<file path="src/rtl/mem_port_arbiter.sv">
// mem_port_arbiter
// Shares one synchronous memory port between the CPU core and a host
// loader/debug port. Round-robin arbitration, with an optional host burst
// lock that is capped so a waiting CPU is always served. Read data comes
// back one cycle after the grant, straight from the memory macro.
module mem_port_arbiter #(
    parameter int AW        = 8,
    parameter int DW        = 15,
    parameter int BURST_MAX = 4
) (
    input  logic          clk,
    input  logic          reset_n,
    // CPU core requester
    input  logic          cpu_req,
    input  logic          cpu_we,
    input  logic [AW-1:0] cpu_adr,
    input  logic [7:0]    cpu_wdata,
    output logic          cpu_gnt,
    output logic          cpu_rvalid,
    output logic [DW-1:0] cpu_rdata,
    // host loader/debug requester
    input  logic          host_req,
    input  logic          host_we,
    input  logic          host_lock,
    input  logic [AW-1:0] host_adr,
    input  logic [DW-1:0] host_wdata,
    output logic          host_gnt,
    output logic          host_rvalid,
    output logic [DW-1:0] host_rdata,
    // memory macro port
    output logic          mem_en,
    output logic          mem_we,
    output logic [1:0]    mem_wmask,
    output logic [AW-1:0] mem_adr,
    output logic [DW-1:0] mem_wdata,
    input  logic [DW-1:0] mem_rdata
);

    typedef enum logic {
        OWN_CPU  = 1'b0,
        OWN_HOST = 1'b1
    } owner_t;

    // Burst counter is 4 bits and saturates at 15; the lock limit is
    // expressed in the same width to keep the compare clean.
    localparam logic [3:0] BURST_LIM = 4'(BURST_MAX);
    localparam logic [3:0] BURST_SAT = 4'hF;

    owner_t      owner_q, owner_d;
    logic [3:0]  burst_cnt_q, burst_cnt_d;
    logic [1:0]  rd_pend_q, rd_pend_d;   // {cpu_read_issued, host_read_issued}

    logic        cpu_sel;
    logic        host_sel;

    // Arbitration: lone requester wins; on a tie the host keeps a locked
    // burst until the limit, otherwise the non-owner goes next.
    always_comb begin
        cpu_sel  = 1'b0;
        host_sel = 1'b0;
        if (cpu_req && host_req) begin
            if (owner_q == OWN_HOST && host_lock && (burst_cnt_q < BURST_LIM)) begin
                host_sel = 1'b1;
            end else if (owner_q == OWN_HOST) begin
                cpu_sel = 1'b1;
            end else begin
                host_sel = 1'b1;
            end
        end else begin
            cpu_sel  = cpu_req;
            host_sel = host_req;
        end
    end

    // Grants are forced low while reset is held, even if requests are up.
    always_comb begin
        cpu_gnt  = cpu_sel & reset_n;
        host_gnt = host_sel & reset_n;
    end

    // Memory command built from whichever requester holds the grant.
    always_comb begin
        mem_en    = 1'b0;
        mem_we    = 1'b0;
        mem_wmask = 2'b00;
        mem_adr   = '0;
        mem_wdata = '0;
        if (cpu_gnt) begin
            mem_en  = 1'b1;
            mem_we  = cpu_we;
            mem_adr = cpu_adr;
            if (cpu_we) begin
                // CPU only ever writes the low byte.
                mem_wmask = 2'b01;
                mem_wdata = {{(DW-8){1'b0}}, cpu_wdata};
            end
        end else if (host_gnt) begin
            mem_en  = 1'b1;
            mem_we  = host_we;
            mem_adr = host_adr;
            if (host_we) begin
                mem_wmask = 2'b11;
                mem_wdata = host_wdata;
            end
        end
    end

    // Next-state: ownership follows grants, burst count only survives
    // consecutive locked host grants, read tags follow issued reads.
    always_comb begin
        owner_d     = owner_q;
        burst_cnt_d = 4'd0;
        rd_pend_d   = {cpu_gnt & ~cpu_we, host_gnt & ~host_we};
        if (cpu_gnt) begin
            owner_d = OWN_CPU;
        end else if (host_gnt) begin
            owner_d = OWN_HOST;
        end
        if (host_gnt && host_lock) begin
            burst_cnt_d = (burst_cnt_q == BURST_SAT) ? BURST_SAT : burst_cnt_q + 4'd1;
        end
    end

    // State registers; reset leaves the host as owner so the CPU wins the
    // first tie, and drops any read still in flight.
    always_ff @(posedge clk or negedge reset_n) begin
        if (!reset_n) begin
            owner_q     <= OWN_HOST;
            burst_cnt_q <= 4'd0;
            rd_pend_q   <= 2'b00;
        end else begin
            owner_q     <= owner_d;
            burst_cnt_q <= burst_cnt_d;
            rd_pend_q   <= rd_pend_d;
        end
    end

    // Read return: memory data is shared, the strobes say whose it is.
    always_comb begin
        cpu_rvalid  = rd_pend_q[1];
        host_rvalid = rd_pend_q[0];
        cpu_rdata   = mem_rdata;
        host_rdata  = mem_rdata;
    end

endmodule

</file>
<file path="config.mk">
export PLATFORM = sky130hd
export DESIGN_NAME = mem_port_arbiter
export DESIGN_NICKNAME = d
export VERILOG_FILES = /design/src/rtl/mem_port_arbiter.sv
export SDC_FILE = /design/constraint.sdc
export NUM_CORES = 1
export LEC_CHECK = 0
export CORE_ASPECT_RATIO = 1.4
export CORE_MARGIN = 2
export CORE_UTILIZATION = 26
export DETAILED_ROUTE_END_ITERATION = 10
export MAX_ROUTING_LAYER = met4
export PLACE_DENSITY_LB_ADDON = 0.15
export SYNTH_ARGS = -nofsm -noshare
export SYNTH_HDL_FRONTEND = slang
export SYNTH_SLANG_ARGS = --single-unit
</file>
<file path="constraint.sdc">
create_clock -name clk -period 2.85 [get_ports clk]
set_input_delay 0.7125 -clock clk [delete_from_list [all_inputs] [get_ports clk]]
set_output_delay 0.7125 -clock clk [all_outputs]
set_load 0.02 [all_outputs]
</file>
==> results of run 1 <==
[what timing repair did]
| action | in CTS | in global routing |
|---|---|---|
| setup endpoints to repair | 29 | 2 |
| buffers inserted | 2 | 0 |
| gates resized for setup | 126 | 1 |
| cloned | 2 | 0 |
| pin swaps | 3 | 1 |
| hold buffers | 0 | 0 |
| endpoints found under the hold margin | 0 | 0 |
[routing by layer]
metal | vias up | global-route usage (%) | routed length [um]
met2 | 77 | 28.3 | 1520
met5 | - | - | 0
li1 | 434 | - | -
met3 | 8 | 7.00 | 455
met1 | 405 | 14.0 | 929
met4 | 0 | 2.56 | 29
[cell type report]
cell class,instances,share of cell area (%)
well taps,39,3.15
clock buffers,4,2.90
repair buffers,90,51.9
flip-flops and latches,7,11.4
inverters,2,0.484
multi-input cells,53,30.2
[cells by family after synthesis]
logic type | after synthesis
and+or+nand+nor | 26
adders and majority gates | 1
DFF | 7
buffers and inverters | 35
AOI/OAI and AO/OA | 25
[report_power, final]
| part | switching (W) | internal (W) | leakage, nW |
|---|---|---|---|
| logic | 0.0000877 | 0.000118 | 0.599 |
| registers | 0.00000290 | 0.000106 | 0.0932 |
| clock network | 0.0000402 | 0.0000965 | 0.0228 |
| total | 0.000131 | 0.000320 | 0.715 |
[cell usage after synthesis (all sizes together)]
library cell / count / area share [%]
nor2: 3 / 1.3
and2: 7 / 6.0
dfrtp: 6 / 17
a31o: 1 / 1.0
inv: 2 / 0.86
nand2: 3 / 1.3
a211oi: 1 / 0.86
a21oi: 3 / 1.7
a22o: 16 / 17
nor2b: 3 / 2.2
nor3: 1 / 0.57
a31oi: 3 / 5.6
o21a: 1 / 0.86
or3b: 1 / 1.3
ha: 1 / 1.4
nor4b: 1 / 2.7
nand3: 4 / 2.3
buf: 33 / 29
and4bb: 2 / 2.9
dfstp: 1 / 3.0
or2: 1 / 0.72
[how the worst max path moves through the flow]
stage	to	cells past startpoint
floorplan	mem_wmask[0]	4
finish	mem_wdata[3]	7
detailed placement	mem_adr[1]	5
global placement	mem_adr[1]	5
global route	mem_wdata[0]	7
CTS	mem_wdata[3]	7
[through the flow]
step           util (%)  hold WS [ns]  total power [W]  setup WS [ns]  TNS [ns]
5_1_grt            49.2         0.521         0.000475         0.0109         0
6_report           49.2         0.500         0.000451         0.0530         0
3_3_place_gp       48.3         0.481         0.000317         -0.635    -16.19
2_1_floorplan         -         0.417         0.000249          0.359         0
4_1_cts            49.2         0.503         0.000457         0.0413         0
3_5_place_dp       48.3         0.498         0.000318         -0.636    -16.56
[flip-flops by register name, indices dropped and copies added (netlist names)]
register     cells
owner_q          1
rd_pend_q        2
burst_cnt_q      4
[worst reg2reg max path, stage by stage (launching register included)]
cell     delay [ns]
dfrtp_1        0.42
or3b_4         0.45
buf_12         0.15
a31o_2         0.27
nor3_1         0.18
==> results_dict.tcl, run 1 <==
set metrics [dict create \
    status "finished, final reports clean" \
    min_period_ns 2.80 \
    grt_pass1_wl_mm 4.27 \
    drtAntennaViolNets 0 \
    grt_max_degree 11 \
    core_area_um2 3150 \
    crit_path_max_incr_delay_ns 0.43 \
    netlist_area_um2 871 \
    antenna_found_initial 0 \
    p_leak_nw 0.715 \
    cp.required_ns 2.14 \
    fp.dieW_um 52.9 \
    die_h_um 72.5 \
    synth_cell_types 24 \
    initial_core_util_pct 27.6 \
    holdPathEnd "burst_cnt_q[0]" \
    synth-seq-cells 7 \
    htree_levels 1 \
    worstHoldStart "burst_cnt_q[0]" \
    power_density_nw_per_um2 291 \
    clk_path_buf_depth 2 \
    clock-skew-final_ns 0.00172 \
    yosys_warnings 0 \
    cts_tree "yes" \
    placed_area_um2 1520 \
    synth_compound_area_share_pct 27.3 \
    crit_family "buffers and inverters" \
    fp-row-count 24 \
    syn_to_final_growth_pct 78.2 \
    synth_top_family_by_area "buffers and inverters" \
    fillCellCount 307 \
    grt_usage_pct 15.2 \
    vias 924 \
    dp_cells 187 \
    max-cap-violations 0 \
    synthSimpleGateAreaFrac_pct 21.3 \
    grt_remaining_overflow 0 \
    die-area_um2 3830 \
    layout_common_cells "43 x clkdlybuf4s50_1, 18 x buf_4, 17 x buf_2" \
    wl_mm 2.94 \
    crit_slowest_cell "or3b_4" \
    relSlewSlack_pct 72.2 \
    r2r_end "burst_cnt_q[2]" \
    nets 219 \
    crit_chain "dlygate4sd2_1, or3b_4, a31oi_4, buf_6, buf_16, a22o_2, buf_4" \
    ys_seq_area_share_pct 20.3 \
    clock_latency_ns 0.22 \
    vdd_ir_drop_max_v 0.000298 \
    hold_viol_final 0 \
    path_class "in2out" \
    worstReg2RegStart "burst_cnt_q[3]" \
    dp_hpwl_mm 2.28 \
    seqCellArea_um2 176 \
    critical_path_buf_inv_count 4 \
    cts.sinks 7 \
    ff2ff_setup_slack_ns 1.29 \
    drtIter0Drc 8 \
    routedWlPerCell_um 15.1 \
    final_cell_area_um2 1550 \
    layout_commonest_cell "clkdlybuf4s50_1" \
    critPathLaunch "host_lock" \
    dr.pass1.iters 4 \
    clk_pin_slew_ns 0.04 \
    drc 0 \
    crit_arrival_ns 2.08 \
    grt_setup_unrepaired "false" \
    vias_per_cell 4.74 \
    grt_pass1_vias 894 \
    root_buffer "clkbuf_8" \
    port-buffer-count 76 \
    multi_input_area_um2 468 \
    syn-num-nets 156 \
    worstPathMaxFanout 8 \
    synthCells 94 \
    setup_viol 0 \
    holdPathStages 1 \
    gp_congestion 0.682 \
    synth_mux_area_share_pct 0 \
    syn_area_per_cell_um2 9.26 \
    reg2reg_depth 4 \
    antenna_cells 0 \
    hp-class "reg2reg" \
    cp-end-kind "output pin" \
    min_period_over_period_pct 98.1 \
    layout-drive-gt1-share_pct 45.5 \
    stdcell_count 195 \
    final_max_slew_viol_count 0 \
    tightest_slew_ns 0.417 \
    start_kind "input port" \
    cts_buffers 3 \
    synthAdderAreaFrac_pct 1.44 \
    io_pins 122 \
    fmax_mhz 358 \
    synthXorXnorAreaFrac_pct 0 \
]
(Power assumes the default switching activity.)
==> run 2: changes to the inputs <==
--- a/config.mk
+++ b/config.mk
@@ -7,10 +7,11 @@
 export LEC_CHECK = 0
 export CORE_ASPECT_RATIO = 1.4
 export CORE_MARGIN = 2
-export CORE_UTILIZATION = 26
+export CORE_UTILIZATION = 22
 export DETAILED_ROUTE_END_ITERATION = 10
 export MAX_ROUTING_LAYER = met4
 export PLACE_DENSITY_LB_ADDON = 0.15
+export SLEW_MARGIN = 20
 export SYNTH_ARGS = -nofsm -noshare
 export SYNTH_HDL_FRONTEND = slang
 export SYNTH_SLANG_ARGS = --single-unit
==> constraint.sdc (replaced) <==
create_clock -name clk -period 2.32 [get_ports clk]
set_input_delay 0.58 -clock clk [delete_from_list [all_inputs] [get_ports clk]]
set_output_delay 0.58 -clock clk [all_outputs]
set_load 0.02 [all_outputs]
==> run 2 against run 1 <==
  * Via count grew 3.7%
  * Utilization shrank 4.4 points
  * Cell count grew 4.1%
  * Flip-flop and latch count is the same
  * Power grew 30%
  * Clock power grew 26%
  * Wire length grew 5.8%
  * Largest cell class unchanged
  * Worst hold slack lost 0.067 ns
  * Setup slack lost 0.061 ns
  * The run now ends with setup timing left
  * Sequential power grew 23%
==> results_dict.tcl, run 2 (synthesis results as in run 1) <==
set metrics [dict create \
    status "complete, but fails checks" \
    violations "setup timing" \
    largestRegisters "burst_cnt_q: 4 flops, rd_pend_q: 2 flops, owner_q: 1 flops" \
    crit_arrival_ns 1.75 \
    cts.sinks 7 \
    critical_path.most_common_cell "buf_6" \
    grt_max_degree 11 \
    fp-row-count 27 \
    grt_setup_unrepaired "true" \
    crit_chain "buf_6, or3b_4, a31oi_4, buf_6, and2_4, buf_6" \
    gp_congestion 0.726 \
    cp-end-kind "output pin" \
    cts_buffers 3 \
    clock_latency_ns 0.23 \
    clk_path_buf_depth 2 \
    die_h_um 78.4 \
    grt_remaining_overflow 0 \
    layout_commonest_cell "clkdlybuf4s50_1" \
    min_period_ns 2.33 \
    setup_viol 7 \
    largest_reg_flops 4 \
    tns_ns -0.0218 \
    grt_pass1_wl_mm 4.90 \
    wl_mm 3.11 \
    use_met3_pct 5.60 \
    dp_hpwl_mm 2.25 \
    drtIter0Drc 13 \
    drtAntennaViolNets 0 \
    start_kind "input port" \
    cts_tree "yes" \
    use_met1_pct 13.8 \
    met2_usage_pct 24.4 \
    crit_path_max_incr_delay_ns 0.41 \
    fp.dieW_um 57.2 \
    dr.pass1.iters 4 \
    drc 0 \
    dp_cells 191 \
    hold_viol_final 0 \
    fmax_mhz 429 \
    antenna_found_initial 0 \
    initial_core_util_pct 22.6 \
    grt_most_used_layer "met2" \
    fillCellCount 386 \
    die-area_um2 4480 \
    power_density_nw_per_um2 339 \
    final_max_slew_viol_count 0 \
    stdcell_count 203 \
    path_class "in2out" \
    layout-drive-gt1-share_pct 50.6 \
    p_leak_nw 0.804 \
    seqCellArea_um2 176 \
    io_pins 122 \
    setup_ws_ns -0.00849 \
    hp-class "in2async" \
    grt_usage_pct 14.1 \
    core_area_um2 3850 \
    clk_pin_slew_ns 0.04 \
    tightest_slew_ns 0.262 \
    antenna_cells 0 \
    power.total_w 0.000586 \
    nets 223 \
    crit_family "simple AND/OR/NAND/NOR gates" \
    layout_common_cells "41 x clkdlybuf4s50_1, 25 x buf_6, 13 x buf_4" \
    relSlewSlack_pct 82.5 \
    vdd_ir_drop_max_v 0.000387 \
    clock-skew-final_ns 0.00396 \
    cp_num_cells 6 \
    crit_slowest_cell "or3b_4" \
    vias 958 \
    min_period_over_period_pct 100 \
    root_buffer "clkbuf_8" \
    post-place-ws_ns -0.921 \
    top_register "burst_cnt_q" \
    multi_input_area_um2 542 \
    worstPathMaxFanout 8 \
    max-cap-violations 0 \
    routedWlPerCell_um 15.3 \
    htree_levels 1 \
    grt_pass1_vias 1013 \
    cp.required_ns 1.74 \
    syn_to_final_growth_pct 98.3 \
    vias_per_cell 4.72 \
    postCtsHoldBufs 0 \
    reg2reg_depth 5 \
    port-buffer-count 76 \
    critical_path_buf_inv_count 3 \
]
## run 2: changes by cell type in the layout (fill, tap and decap cells not counted), sizes merged
cell / delta
clkdlybuf4s50: -2
clkinv: +1
buf: +8
a31oi: -1
clkdlybuf4s15: -2
and4bb: +1
dlygate4sd2: -1
## run 2: what timing repair did
action	4_1_cts	5_1_grt
cloned	3	1
gates resized for setup	171	25
pin swaps	8	19
endpoints found under the setup margin	29	20
buffers inserted	4	2
## run 2: layout make-up
cell class	instances	area share, %
Timing Repair Buffer	94	52.2
Multi-Input combinational cell	53	31.4
Clock buffer	3	2.39
Inverter	2	0.435
Clock inverter	1	0.290
Tap cell	43	3.12
Sequential cell	7	10.2
## run 2: where the power goes
part           internal (W)  switching (W)  total [W]
clock              0.000116      0.0000559   0.000172
sequential         0.000130     0.00000449   0.000134
combinational      0.000166       0.000113   0.000279
total              0.000412       0.000173   0.000586
## run 2: stage by stage
stage          cell area (um2)  hold slack (ns)  utilization, %
2_1_floorplan              871            0.284               -
3_3_place_gp              1530            0.487            39.7
3_5_place_dp              1530            0.502            39.7
4_1_cts                   1670            0.441            43.3
5_1_grt                   1730            0.460            44.8
6_report                  1730            0.433            44.8
## run 2: worst reg2reg max path, cell delays in order, from the launching register on
cell and delay [ns]:
dfrtp_1 0.39, buf_4 0.13, and4bb_2 0.33, and4bb_4 0.27
buf_4 0.14, nor2b_1 0.12
## run 2: worst paths after layout
kind,slack [ns],start,to
hold reg to reg,0.51,burst_cnt_q[0],burst_cnt_q[0]
hold / removal,0.43,reset_n,rd_pend_q[0]
setup reg to reg,0.84,burst_cnt_q[2],rd_pend_q[1]
min in group clk,0.51,burst_cnt_q[0],burst_cnt_q[0]
setup / recovery,-0.008,host_lock,mem_wdata[11]
max in group asynchronous,1.71,reset_n,owner_q
## run 2: per-layer routing
layer	vias up	routed length (um)
met4	0	92
met5	-	0
met3	15	337
met1	433	1030
li1	445	-
met2	65	1640
